<file path="src/rtl/freq_meter.sv">
// Gated frequency counter: counts hysteresis-qualified rising crossings of the ADC
// stream over a fixed gate and publishes the count with a one-cycle done strobe.
module freq_meter #(
  parameter int DATA_W      = 12,
  parameter int GATE_CYCLES = 50000000,
  parameter int HYST        = 16,
  parameter int CNT_W       = 32
) (
  input  logic              clk,
  input  logic              rst,
  input  logic              sample_valid,
  input  logic [DATA_W-1:0] sample,
  input  logic [DATA_W-1:0] trig_level,
  input  logic              run_stop,
  output logic [31:0]       freq_out,
  output logic              measure_done,
  output logic              overflow,
  output logic              busy
);

  localparam int GATE_W = (GATE_CYCLES > 1) ? $clog2(GATE_CYCLES + 1) : 1;
  localparam logic [GATE_W-1:0] GATE_LAST = GATE_W'(GATE_CYCLES - 1);
  localparam logic [CNT_W-1:0]  CNT_MAX   = '1;
  localparam logic [DATA_W:0]   HYST_EXT  = (DATA_W + 1)'(HYST);
  localparam logic [DATA_W:0]   DATA_MAX  = {1'b0, {DATA_W{1'b1}}};

  typedef enum logic [1:0] {IDLE, ARM, MEASURE, LATCH} state_t;
  typedef enum logic [1:0] {LVL_UNKNOWN, LVL_LOW, LVL_HIGH} level_t;

  state_t            state, state_next;
  level_t            level, level_next;
  logic [GATE_W-1:0] gate_cnt;
  logic [CNT_W-1:0]  edge_cnt, edge_cnt_next;
  logic              sat, sat_next;
  logic [DATA_W:0]   trig_ext, sample_ext, lo_ext, hi_ext, hi_sum;
  logic              is_low, is_high, gate_end;

  // Thresholds are computed one bit wider so they clamp instead of wrapping.
  always_comb begin
    trig_ext   = {1'b0, trig_level};
    sample_ext = {1'b0, sample};
    hi_sum     = trig_ext + HYST_EXT;
    lo_ext     = (trig_ext > HYST_EXT) ? (trig_ext - HYST_EXT) : '0;
    hi_ext     = (hi_sum > DATA_MAX) ? DATA_MAX : hi_sum;
    is_low     = (sample_ext <= lo_ext);
    is_high    = (sample_ext >= hi_ext);
  end

  assign gate_end = (state == MEASURE) && (gate_cnt == GATE_LAST);

  always_comb begin
    state_next = state;
    case (state)
      IDLE:    if (!run_stop) state_next = ARM;
      ARM:     state_next = MEASURE;
      MEASURE: if (gate_end) state_next = LATCH;
      LATCH:   state_next = ARM;
      default: state_next = IDLE;
    endcase
    if (run_stop) state_next = IDLE;
  end

  // A rise is only counted from a confirmed LOW; the first HIGH after ARM is not an edge.
  always_comb begin
    level_next    = level;
    edge_cnt_next = edge_cnt;
    sat_next      = sat;
    if (state == ARM) begin
      level_next    = LVL_UNKNOWN;
      edge_cnt_next = '0;
      sat_next      = 1'b0;
    end else if (state == MEASURE && sample_valid) begin
      if (is_low) begin
        level_next = LVL_LOW;
      end else if (is_high) begin
        level_next = LVL_HIGH;
        if (level == LVL_LOW) begin
          if (edge_cnt == CNT_MAX) sat_next = 1'b1;
          else edge_cnt_next = edge_cnt + CNT_W'(1);
        end
      end
    end
  end

  always_ff @(posedge clk) begin
    if (rst) begin
      state        <= IDLE;
      level        <= LVL_UNKNOWN;
      gate_cnt     <= '0;
      edge_cnt     <= '0;
      sat          <= 1'b0;
      freq_out     <= '0;
      overflow     <= 1'b0;
      measure_done <= 1'b0;
    end else begin
      state        <= state_next;
      level        <= level_next;
      edge_cnt     <= edge_cnt_next;
      sat          <= sat_next;
      gate_cnt     <= (state == MEASURE) ? gate_cnt + GATE_W'(1) : '0;
      measure_done <= 1'b0;
      // Results are captured with the final cycle's edge included, visible during LATCH.
      if (gate_end && state_next == LATCH) begin
        freq_out     <= 32'(edge_cnt_next);
        overflow     <= sat_next;
        measure_done <= 1'b1;
      end
    end
  end

  assign busy = (state != IDLE);

endmodule

</file>
<file path="config.mk">
export PLATFORM = sky130hd
export DESIGN_NAME = freq_meter
export DESIGN_NICKNAME = d
export VERILOG_FILES = /design/src/rtl/freq_meter.sv
export SDC_FILE = /design/constraint.sdc
export NUM_CORES = 1
export LEC_CHECK = 0
export BUFFER_PORTS_ARGS = -buffer_cell sky130_fd_sc_hd__buf_2
export CORE_MARGIN = 10
export CORE_UTILIZATION = 45
export CTS_CLUSTER_SIZE = 25
export DETAILED_ROUTE_END_ITERATION = 12
export PLACE_DENSITY = 0.74
export SLEW_MARGIN = 5
export SYNTH_ARGS = -nofsm -noshare
export SYNTH_HDL_FRONTEND = slang
export SYNTH_SLANG_ARGS = --single-unit
</file>
<file path="constraint.sdc">
create_clock -name clk -period 4.8 [get_ports clk]
set_clock_uncertainty 0.2 [all_clocks]
set_input_delay 0.24 -clock clk [delete_from_list [all_inputs] [get_ports clk]]
set_output_delay 0.24 -clock clk [all_outputs]
set_load 0.05 [all_outputs]
</file>
==> results.md <==
* Sequential share of the synthesized area at 39.8%
* Avg Cell Area, Syn at 8.34 µm²
* PwrDens at around 260 mW/mm²
* Pin slew with the least headroom to its limit at 1.17 ns
* Async SR Flop Fraction at 0%
* Vias in the first global route at just over 4k
* Global route overflow at 0
* RSZ-0062 raised after global routing: no
* Initial antenna violation count at 0
* Headroom to the max-slew limit at 21.8%
* IR drop worst, VDD at 0.000132 V
* CORE AREA at 0.0105 mm²
* Main area contributors after synthesis: dfxtp_1 (40%), ha_1 (8.5%), nor2_1 (7.8%)
* Startpoint types: primary input
* CTS sink count at 97
* Row count at 37
* Die Y-Extent at 124 µm
* Post-synth top area share at 39.8%
* Largest net degree at the start of global routing at 37
* Router iterations before antenna repair at 4
* RePlAce Congestion at 0.875
* Pre-CTS setup slack at 0.251 ns
* Worst hold path type: in2reg
* Inst Count DP at 767
* Synth Flop Type: dfxtp_1
* Netlist cell types at 51
* Fin. max-slew vios at 0
* Design area at between 0.005 and 0.006 mm²
* Layout overhead on the synthesized area at 12.7%
* CP Class: in2reg
* Worst-Skew Late Latency at 0.37 ns
* MaxCap Viol Count at 0
* Tot Pwr at 0.00141 W
* Final min period at 4.20 ns
* Critical path arrival at 4.22 ns
* Port-buffer cells at 62
* Layout cell share with drive strength beyond 1 at 15.1%
* Status: finished, final reports clean
* Ant diodes at 0
* Final hold vios at 0
* Dpl cell area at 0.00530 mm²
* Setup_tns at 0 ns
* Highest net fanout along the worst path at 10
* H-tree depth at 3
* Crit-path cells: buf_2, inv_1, ha_1, and4_1, nand4_1, or4_1, a21oi_1, nor2b_1, ha_1, and4_1, and2b_1, a2111oi_2, a2111oi_4, nand3_2, buf_4, nor3_2, xnor2_1, o21ai_1
* Syn. warnings at 0
* EDFF count, synth at 0
* Non-filler cells, final at between 700 and 800
* Post-synth top area cell: dfxtp_1
* Initial Util at between 40 and 50%
* Top delay family on crit path: simple AND/OR/NAND/NOR gates
* Die width at 124 µm
* CP max-delay cell: a2111oi_4
* Clock slew at reported path FFs at 0.09 ns
* DRC viols at 0
* Dpl hpwl at 8430 µm
* # nets final at 705
* Area of the mapped netlist at 0.00488 mm²
* Tot GR Track Use at 14.6%
* Seq cells post-synth at 97
* Setup Viol. Count Final at 0
* Post-CTS setup buffers at 0
* Post-CTS sizing at 0
* First-pass GRT wire length at between 15000 and 20000 µm
* DR vias/cell at 5.26
* CP max stage delay at 0.59 ns
* Die area at 0.0154 mm²
* Routed via count at between 4k and 5k
* Worst setup EP type: register
* IO Pins at 63
* Routed Antenna Nets at 0
* CTS max path bufs at 2
* Syn_nets at 646
* TritonCTS Buffers at 9
* Routed WL at 11000 µm
* Max frequency at 238 MHz
* Final Cycle Share at 87.5%
* WL/cell at between 10 and 15 µm
* Worst setup margin at 0.599 ns
* CP required at 4.82 ns
* First DRT Iteration DRCs at 226
* Cells after Synth at 585
* Root Buffer: clkbuf_8
* Fillers at 1005
* CTS tree: built
* Buf/Inv on CP at 3
* P_leak at between 2 and 2.5 nW
## cell families after synthesis
| family | synth area share [%] |
|---|---|
| AOI/OAI and AO/OA | 8.41 |
| xor gates and xnor gates | 10.9 |
| adders and majority gates | 8.46 |
| buffers and inverters | 2.77 |
| DFF | 39.8 |
| muxes | 0.641 |
| and+or+nand+nor | 29.0 |
## Yosys cell counts, types with 2 or more instances
cell	number
buf_2	3
and2_1	6
mux2i_1	2
nand3_1	27
xor2_1	21
a21oi_1	9
nor3_2	3
or2_2	2
a211oi_1	2
and3_1	10
ha_1	33
a21o_1	5
nand4_1	15
xnor2_1	40
o31ai_1	2
and4_1	6
or3_1	6
nand2b_1	5
inv_1	15
nor3_1	11
nor4_1	7
o21ai_1	19
o21ai_0	19
nand3_2	2
clkbuf_1	13
dfxtp_1	97
nand2_1	75
a31oi_1	2
nor2_1	102
or4_1	3
nor2b_1	3
## layout make-up
cell class | count | area [µm²] | area share [%]
clock buffers | 10 | 138 | 2.50
clock inverters | 5 | 38.8 | 0.705
inverters | 15 | 56.3 | 1.02
multi-input cells | 455 | 2810 | 51.1
flip-flops and latches | 97 | 1940 | 35.3
well taps | 136 | 170 | 3.09
repair buffers | 66 | 345 | 6.28
## final timing paths
| check | start | endpoint | slack (ns) | cells after the start |
|---|---|---|---|---|
| min | sample_valid | level[1]$_SDFFE_PP0P_ | 0.07 | 4 |
| max | trig_level[4] | freq_out[22]$_SDFFE_PP0P_ | 0.60 | 18 |
| min reg2reg | freq_out[22]$_SDFFE_PP0P_ | freq_out[22]$_SDFFE_PP0P_ | 0.25 | 2 |
| max reg2reg | gate_cnt[0]$_SDFF_PP0_ | freq_out[2]$_SDFFE_PP0P_ | 1.41 | 8 |
## sequential cells by signal, indices dropped and copies added, names as in the netlist
register      cells
measure_done      1
level             2
state             2
overflow          1
gate_cnt         26
sat               1
edge_cnt         32
freq_out         32
## where the power goes
part	internal (W)	switching (W)
combinational	0.0000489	0.0000772
clock	0.000204	0.000278
sequential	0.000805	0.000000783
## metal layers
metal  routed length [µm]  global-route usage [%]
met3                  715                    3.57
met5                    0                       0
met2                 5230                    24.0
met4                  179                    5.54
met1                 4910                    18.0
## cells in the final DEF (no fill, tap or decap), types with 2 or more instances in the layout
master,netlist,routed
clkbuf_8,0,10
nor2b_1,3,3
and4_1,6,6
xor2_1,21,21
nand2b_1,5,5
ha_1,33,33
dlygate4sd3_1,0,2
o31ai_1,2,2
buf_2,3,62
nand4_1,15,15
mux2i_1,2,2
a211oi_1,2,2
o21ai_1,19,19
or2_2,2,2
a21o_1,5,5
or4_1,3,3
or3_1,6,6
dfxtp_1,97,97
xnor2_1,40,40
nand3_2,2,2
nand2_1,75,75
inv_6,0,3
inv_1,15,15
and2_1,6,6
nor4_1,7,7
nor2_1,102,101
nand3_1,27,27
a31oi_1,2,2
and3_1,10,10
a21oi_1,9,9
buf_4,0,2
o21ai_0,19,19
nor3_2,3,3
nor3_1,11,11
## worst register-to-register path: stages (launching register included)
cell	delay [ns]
dfxtp_1	0.36
ha_1	0.23
and4_1	0.24
and2_1	0.19
nand2_1	0.09
or4_4	0.57
nor3_4	0.22
nand2_1	0.72
o21ai_0	0.47
## stage by stage
step,utilization [%],hold WS [ns]
after floorplan,-,0.112
after global placement,50.6,0.224
after detailed placement,50.6,0.236
after CTS,52.5,0.0725
after global routing,52.6,0.138
final,52.6,0.0691
## what timing repair did
item                                    CTS  global route
endpoints found under the hold margin     3             0
endpoints found under the setup margin    0             0
hold buffers                              2             0
(Power assumes the default switching activity.)
